==> src/rtl/rpn_pkg.sv <==
// Shared types and default sizes for the RPN expression sequencer.
package rpn_pkg;

  localparam int DW_DEF        = 16;
  localparam int STK_DEPTH_DEF = 255;
  localparam int CW_DEF        = 9;

  typedef enum logic [1:0] {
    TOK_OPND = 2'd0,
    TOK_OPER = 2'd1,
    TOK_END  = 2'd2,
    TOK_RSVD = 2'd3
  } tok_type_e;

  typedef enum logic [2:0] {
    OP_ADD = 3'd0,
    OP_SUB = 3'd1,
    OP_MUL = 3'd2,
    OP_AND = 3'd3,
    OP_OR  = 3'd4,
    OP_XOR = 3'd5,
    OP_SHL = 3'd6,
    OP_SHR = 3'd7
  } op_e;

  typedef enum logic [1:0] {
    ERR_OK      = 2'd0,
    ERR_UNDER   = 2'd1,
    ERR_OVER    = 2'd2,
    ERR_BAD_END = 2'd3
  } err_e;

  typedef enum logic [2:0] {
    ST_IDLE   = 3'd0,
    ST_POP_B  = 3'd1,
    ST_POP_A  = 3'd2,
    ST_PUSH_R = 3'd3,
    ST_SKIP   = 3'd4,
    ST_FLUSH  = 3'd5,
    ST_RESULT = 3'd6
  } state_e;

endpackage

==> src/rtl/rpn_sequencer_if.sv <==
// Token, stack-command and result channels of the RPN sequencer, plus debug taps.
interface rpn_sequencer_if #(
  parameter int DW = rpn_pkg::DW_DEF,
  parameter int CW = rpn_pkg::CW_DEF
);
  // valid/ready: a transfer happens on a rising edge where both are high; the
  // sender holds its payload stable while valid is high and ready is low.
  logic          tok_valid;
  logic          tok_ready;
  logic [1:0]    tok_type;
  logic [2:0]    tok_op;
  logic [DW-1:0] tok_data;

  logic          stk_push;
  logic          stk_pop;
  logic [DW-1:0] stk_din;
  logic [DW-1:0] stk_top;

  logic          res_valid;
  logic          res_ready;
  logic [DW-1:0] res_data;
  logic [1:0]    res_err;

  logic          busy;
  logic [2:0]    dbg_state;
  logic [CW-1:0] dbg_depth;

  modport master (
    input  tok_valid, tok_type, tok_op, tok_data, stk_top, res_ready,
    output tok_ready, stk_push, stk_pop, stk_din, res_valid, res_data, res_err,
    output busy, dbg_state, dbg_depth
  );

  modport slave (
    output tok_valid, tok_type, tok_op, tok_data, stk_top, res_ready,
    input  tok_ready, stk_push, stk_pop, stk_din, res_valid, res_data, res_err,
    input  busy, dbg_state, dbg_depth
  );
endinterface

==> src/rtl/rpn_alu.sv <==
// Combinational 16-bit ALU for the RPN sequencer; a is the older entry, b the top.
module rpn_alu
  import rpn_pkg::*;
#(
  parameter int DW = DW_DEF
) (
  input  logic [DW-1:0] a_i,
  input  logic [DW-1:0] b_i,
  input  op_e           op_i,
  output logic [DW-1:0] y_o
);

  always_comb begin
    y_o = '0;
    case (op_i)
      OP_ADD:  y_o = a_i + b_i;
      OP_SUB:  y_o = a_i - b_i;
      OP_MUL:  y_o = a_i * b_i;
      OP_AND:  y_o = a_i & b_i;
      OP_OR:   y_o = a_i | b_i;
      OP_XOR:  y_o = a_i ^ b_i;
      OP_SHL:  y_o = a_i << b_i[3:0];
      OP_SHR:  y_o = a_i >> b_i[3:0];
      default: y_o = '0;
    endcase
  end

endmodule

==> src/rtl/rpn_sequencer.sv <==
// Evaluates postfix token streams by driving an external LIFO stack and
// returning the value or an error code once the stack has been drained.
module rpn_sequencer
  import rpn_pkg::*;
#(
  parameter int DW        = DW_DEF,
  parameter int STK_DEPTH = STK_DEPTH_DEF,
  parameter int CW        = CW_DEF
) (
  input  logic             clk,
  input  logic             rst_n,
  rpn_sequencer_if.master  bus
);

  localparam logic [CW-1:0] DEPTH_MAX = CW'(STK_DEPTH);
  localparam logic [CW-1:0] DEPTH_ONE = CW'(1);
  localparam logic [CW-1:0] DEPTH_TWO = CW'(2);

  state_e        state_q;
  logic [CW-1:0] depth_q, depth_d;
  logic [DW-1:0] a_q, b_q, result_q;
  op_e           op_q;
  err_e          err_q;

  tok_type_e     tok_type;
  logic          is_end;
  logic          push, pop, tok_ready;
  logic [DW-1:0] din, alu_y;
  logic          in_result;

  assign tok_type = tok_type_e'(bus.tok_type);
  assign is_end   = (tok_type == TOK_END) || (tok_type == TOK_RSVD);

  rpn_alu #(.DW(DW)) u_alu (
    .a_i  (a_q),
    .b_i  (b_q),
    .op_i (op_q),
    .y_o  (alu_y)
  );

  // Stack commands are decoded from the current state so a token's push or
  // pop lands on the same edge that accepts it; held off entirely in reset.
  always_comb begin
    push      = 1'b0;
    pop       = 1'b0;
    din       = '0;
    tok_ready = 1'b0;
    if (rst_n) begin
      case (state_q)
        ST_IDLE: begin
          tok_ready = 1'b1;
          if (bus.tok_valid) begin
            if (tok_type == TOK_OPND && depth_q < DEPTH_MAX) begin
              push = 1'b1;
              din  = bus.tok_data;
            end else if (is_end && depth_q == DEPTH_ONE) begin
              pop = 1'b1;
            end
          end
        end
        ST_POP_B, ST_POP_A: pop = 1'b1;
        ST_PUSH_R: begin
          push = 1'b1;
          din  = alu_y;
        end
        ST_SKIP:  tok_ready = 1'b1;
        ST_FLUSH: pop = (depth_q != '0);
        default: ;
      endcase
    end
  end

  always_comb begin
    depth_d = depth_q;
    if (push && depth_q != DEPTH_MAX)  depth_d = depth_q + DEPTH_ONE;
    else if (pop && depth_q != '0)     depth_d = depth_q - DEPTH_ONE;
  end

  always_ff @(posedge clk) begin
    if (!rst_n) begin
      state_q  <= ST_IDLE;
      depth_q  <= '0;
      a_q      <= '0;
      b_q      <= '0;
      op_q     <= OP_ADD;
      result_q <= '0;
      err_q    <= ERR_OK;
    end else begin
      depth_q <= depth_d;
      case (state_q)
        ST_IDLE: begin
          if (bus.tok_valid) begin
            case (tok_type)
              TOK_OPND: begin
                if (depth_q >= DEPTH_MAX) begin
                  err_q   <= ERR_OVER;
                  state_q <= ST_SKIP;
                end
              end
              TOK_OPER: begin
                op_q <= op_e'(bus.tok_op);
                if (depth_q >= DEPTH_TWO) begin
                  state_q <= ST_POP_B;
                end else begin
                  err_q   <= ERR_UNDER;
                  state_q <= ST_SKIP;
                end
              end
              default: begin
                if (depth_q == DEPTH_ONE) begin
                  result_q <= bus.stk_top;
                  err_q    <= ERR_OK;
                end else begin
                  err_q <= ERR_BAD_END;
                end
                state_q <= ST_FLUSH;
              end
            endcase
          end
        end
        ST_POP_B: begin
          b_q     <= bus.stk_top;
          state_q <= ST_POP_A;
        end
        ST_POP_A: begin
          a_q     <= bus.stk_top;
          state_q <= ST_PUSH_R;
        end
        ST_PUSH_R: state_q <= ST_IDLE;
        ST_SKIP: begin
          if (bus.tok_valid && is_end) state_q <= ST_FLUSH;
        end
        ST_FLUSH: begin
          if (depth_q == '0) state_q <= ST_RESULT;
        end
        ST_RESULT: begin
          if (bus.res_ready) begin
            err_q    <= ERR_OK;
            result_q <= '0;
            state_q  <= ST_IDLE;
          end
        end
        default: state_q <= ST_IDLE;
      endcase
    end
  end

  assign in_result     = rst_n && (state_q == ST_RESULT);
  assign bus.tok_ready = tok_ready;
  assign bus.stk_push  = push;
  assign bus.stk_pop   = pop;
  assign bus.stk_din   = din;
  assign bus.res_valid = in_result;
  assign bus.res_data  = (in_result && err_q == ERR_OK) ? result_q : '0;
  assign bus.res_err   = in_result ? err_q : ERR_OK;
  assign bus.busy      = rst_n && (state_q != ST_IDLE);
  assign bus.dbg_state = state_q;
  assign bus.dbg_depth = depth_q;

endmodule
==> src/flat_wrapper.sv <==
// flat-port wrapper written by rule: the top's interface ports become plain ports
module rpn_sequencer_flat import rpn_pkg::*;
#(
  parameter int DW        = DW_DEF,
  parameter int STK_DEPTH = STK_DEPTH_DEF,
  parameter int CW        = CW_DEF
)
  (clk, rst_n, bus_tok_valid, bus_tok_type, bus_tok_op, bus_tok_data, bus_stk_top, bus_res_ready, bus_tok_ready, bus_stk_push, bus_stk_pop, bus_stk_din, bus_res_valid, bus_res_data, bus_res_err, bus_busy, bus_dbg_state, bus_dbg_depth);
  rpn_sequencer_if #(.DW(DW), .CW(CW)) bus_i ();
  input  logic clk;
  input  logic rst_n;
  input wire logic [$bits(bus_i.tok_valid)-1:0] bus_tok_valid;
  input wire logic [$bits(bus_i.tok_type)-1:0] bus_tok_type;
  input wire logic [$bits(bus_i.tok_op)-1:0] bus_tok_op;
  input wire logic [$bits(bus_i.tok_data)-1:0] bus_tok_data;
  input wire logic [$bits(bus_i.stk_top)-1:0] bus_stk_top;
  input wire logic [$bits(bus_i.res_ready)-1:0] bus_res_ready;
  output wire logic [$bits(bus_i.tok_ready)-1:0] bus_tok_ready;
  output wire logic [$bits(bus_i.stk_push)-1:0] bus_stk_push;
  output wire logic [$bits(bus_i.stk_pop)-1:0] bus_stk_pop;
  output wire logic [$bits(bus_i.stk_din)-1:0] bus_stk_din;
  output wire logic [$bits(bus_i.res_valid)-1:0] bus_res_valid;
  output wire logic [$bits(bus_i.res_data)-1:0] bus_res_data;
  output wire logic [$bits(bus_i.res_err)-1:0] bus_res_err;
  output wire logic [$bits(bus_i.busy)-1:0] bus_busy;
  output wire logic [$bits(bus_i.dbg_state)-1:0] bus_dbg_state;
  output wire logic [$bits(bus_i.dbg_depth)-1:0] bus_dbg_depth;
  assign bus_i.tok_valid = bus_tok_valid;
  assign bus_i.tok_type = bus_tok_type;
  assign bus_i.tok_op = bus_tok_op;
  assign bus_i.tok_data = bus_tok_data;
  assign bus_i.stk_top = bus_stk_top;
  assign bus_i.res_ready = bus_res_ready;
  assign bus_tok_ready = bus_i.tok_ready;
  assign bus_stk_push = bus_i.stk_push;
  assign bus_stk_pop = bus_i.stk_pop;
  assign bus_stk_din = bus_i.stk_din;
  assign bus_res_valid = bus_i.res_valid;
  assign bus_res_data = bus_i.res_data;
  assign bus_res_err = bus_i.res_err;
  assign bus_busy = bus_i.busy;
  assign bus_dbg_state = bus_i.dbg_state;
  assign bus_dbg_depth = bus_i.dbg_depth;
  rpn_sequencer #(.DW(DW), .STK_DEPTH(STK_DEPTH), .CW(CW)) u_core (.clk(clk), .rst_n(rst_n), .bus(bus_i));
endmodule
==> config.mk <==
export PLATFORM = sky130hd
export DESIGN_NAME = rpn_sequencer_flat
export DESIGN_NICKNAME = d
export VERILOG_FILES = /design/src/rtl/rpn_pkg.sv /design/src/rtl/rpn_sequencer_if.sv /design/src/rtl/rpn_alu.sv /design/src/rtl/rpn_sequencer.sv /design/src/flat_wrapper.sv
export SDC_FILE = /design/constraint.sdc
export NUM_CORES = 1
export LEC_CHECK = 0
export BUFFER_PORTS_ARGS = -buffer_cell sky130_fd_sc_hd__buf_2
export CORE_UTILIZATION = 45
export DETAILED_ROUTE_END_ITERATION = 7
export HOLD_SLACK_MARGIN = 0.08
export PLACE_DENSITY = 0.73
export SYNTH_ARGS = -nofsm -noshare
export SYNTH_HDL_FRONTEND = slang
export SYNTH_SLANG_ARGS = --single-unit
export TNS_END_PERCENT = 20
==> constraint.sdc <==
create_clock -name clk -period 8.6 [get_ports clk]
set_input_delay 1.29 -clock clk [delete_from_list [all_inputs] [get_ports clk]]
set_output_delay 1.29 -clock clk [all_outputs]
set_load 0.005 [all_outputs]
==> out/summary.txt <==
min-delay src - u_core.result_q[4]$_SDFFE_PN0P_
# setup viols final - 0
Worst Tran Pin Value - 1.04 ns
Wirelength per Cell - 19.4 um
Port Buffers - 91
Tot GR Track Use - 29.0%
Syn Inst Count - 1394
row count - 55
Yosys top cell by area - fa_1
Antenna diodes - 0
Max Fclk - 125 MHz
Final GP Congestion - 0.978
Die Span X - 155 um
Synth top area share - 15.5%
Post-Syn Area - 0.0105 mm2
total die area - 0.0239 mm2
top-count cell post-synth - nand2_1
PostCTS Resize Cnt - 0
worst vdd ir - 0.195 mV
DP Area - 0.0112 mm2
share of layout cells above drive strength 1 - 10.5%
Initial DRC Count - 915
r2r startpoint - u_core.bus.dbg_state[1]$_SDFFE_PN0P_
Primary FF master, synth - dfxtp_1
min Tclk post-route - 8.01 ns
fin crit share - 93.1%
Die H - 155 um
DRC viols - 0
CP Capture Type - output port
crit path DAT - 6.72 ns
P&R area growth vs syn - 9.39%
routed via count - 10200
ys async rst share - 0%
status - completed
#FFs+latches synth - 65
Post-synth EDFFs - 0
vias per cell - 5.83
PwrDens - 225 mW/mm2
slew margin rel. - 30.2%
Netlist cell types - 69
TritonCTS Buffers - 9
Hold Fails Final Rpt - 0
largest net degree at the start of global routing - 76
CTS tree - built
Hold Buf Count CTS - 0
Register Area - 0.00130 mm2
register area share after synthesis - 12.4%
clock tree buffer depth - 2
top post-synthesis cells by count - nand2_1, inv_1, nor2_1
Worst Hold Class - reg -> reg
Initial Util - 46.1%
clk sinks - 65
Post-DP HPWL - 26.0 mm
WS Path Type - reg -> out
worst hold path depth - 2
area of the multi-input gates - 0.00823 mm2
Post-Route WL - 33.9 mm
Final ANT Viol Nets - 0
RSZ-0062 raised after global routing - no
Root Buffer - clkbuf_16
# H-tree levels - 3
global-route wire length before repair - 54.0 mm
Clock Skews - 0.00657 ns
CP max FO - 9
Layout Nets - 1657
Avg Inst Size Synth - 7.53 um2
Post-Layout Inst Area - 0.0115 mm2
total gr overflow - 0
vias in the first global route - 9953
final slew viol count - 0
Yosys warning count - 0
boundary pin count - 92
max cap viols - 0
initial antenna violation count - 0
Critical Path Source - u_core.b_q[4]$_SDFFE_PN0P_
leakage - 4.96 nW
largest cells by area after synthesis - fa_1, dfxtp_1, ha_1
Filler cells - 2281
syn_nets - 1620
critical path required time - 7.31 ns
Worst-path clk slew - 0.06 ns
Worst Hold End - u_core.result_q[4]$_SDFFE_PN0P_
R2R Path End - u_core.bus.dbg_depth[7]$_SDFFE_PN0P_
Initial DRT Pass Iterations - 5
Clk Latency, worst-skew pair - 0.33 ns
crit start category - flop
final setup TNS - 0 ns
r2r setup slk - 5.72 ns
r2r worst-path depth - 8
WHS - 0.458 ns
Core Area - 0.0228 mm2
Post-CTS Setup Inserts - 0
## routing by layer
layer	vias up	part of all wire (%)	GRT usage [%]
met5	-	0	0
met4	0	5.5	15.1
met3	109	9.5	5.83
met2	555	44	44.6
met1	4807	41	38.5
li1	4727	-	-
## sequential cells by signal, summed over array words and instances, names as in the netlist
signal and flops:
u_core.result_q 16, u_core.b_q 16, u_core.op_q 3, u_core.a_q 16, u_core.err_q 2, u_core.bus.dbg_state 3
u_core.bus.dbg_depth 9
## cell type report
type                       count  area share [%]
multi-input combinational   1078            71.7
clock buffer                  11            2.12
timing repair buffer         112            5.34
tap                          313            3.41
clock inverter                 5           0.687
inverter                     165            5.40
sequential                    65            11.4
## worst max path at each step
stage	cells past startpoint	slack [ns]	to
6_report	19	0.59	bus_stk_din[15]
5_1_grt	19	0.31	bus_stk_din[15]
4_1_cts	19	0.73	bus_stk_din[15]
3_5_place_dp	19	1.10	bus_stk_din[15]
3_3_place_gp	20	1.22	bus_stk_din[15]
2_1_floorplan	20	1.38	bus_stk_din[15]
## worst max-delay path: stages, from the launching register on
cell and delay, ns:
dfxtp_1 0.55, clkinv_1 0.40, nor2_1 0.22, fa_1 0.47, fa_1 0.50, ha_1 0.23
fa_1 0.55, inv_1 0.06, fa_1 0.49, fa_1 0.55, inv_1 0.04, ha_1 0.36
nor2b_1 0.17, o21ai_0 0.23, o21ai_0 0.19, a221oi_1 0.57, xnor2_1 0.21, a31oi_1 0.11
a311oi_1 0.31, buf_2 0.16
## report_power, final
part	switching, mW	leakage [nW]	total (mW)	internal (mW)
Combinational	1.03	4.28	1.69	0.659
Sequential	0.131	0.527	0.487	0.356
Clock	0.136	0.159	0.397	0.261
## logic make-up (layout without fill, tap and decap cells)
group	Yosys count	after routing	share of synthesized area, %
xor gates and xnor gates	64	64	5.47
muxes	44	44	5.44
DFF	65	65	12.4
buffers and inverters	251	293	9.17
adders and majority gates	185	185	27.9
and+or+nand+nor	489	489	20.5
AOI/OAI and AO/OA	296	296	19.1
## stage by stage
stage | util [%] | total power [mW] | cells | worst slack, ns
after floorplan | - | 1.66 | 1394 | 1.38
after global placement | 49.0 | 2.11 | 1733 | 1.22
after detailed placement | 49.0 | 2.13 | 1733 | 1.10
after CTS | 50.4 | 2.53 | 1749 | 0.728
after global routing | 50.4 | 2.75 | 1749 | 0.314
final | 50.4 | 2.58 | 1749 | 0.592
## layout by cell type, fill, tap and decap left out, types with 26 or more instances in the layout
cell type	n
nand3_1	28
a21boi_0	49
ha_1	104
mux2i_1	30
dfxtp_1	64
xnor2_1	50
a21oi_1	52
nand2_1	213
buf_2	91
fa_1	81
and2_1	26
o21ai_0	62
inv_1	160
nor2_1	134
No activity file was read; power rests on OpenSTA's default activity.
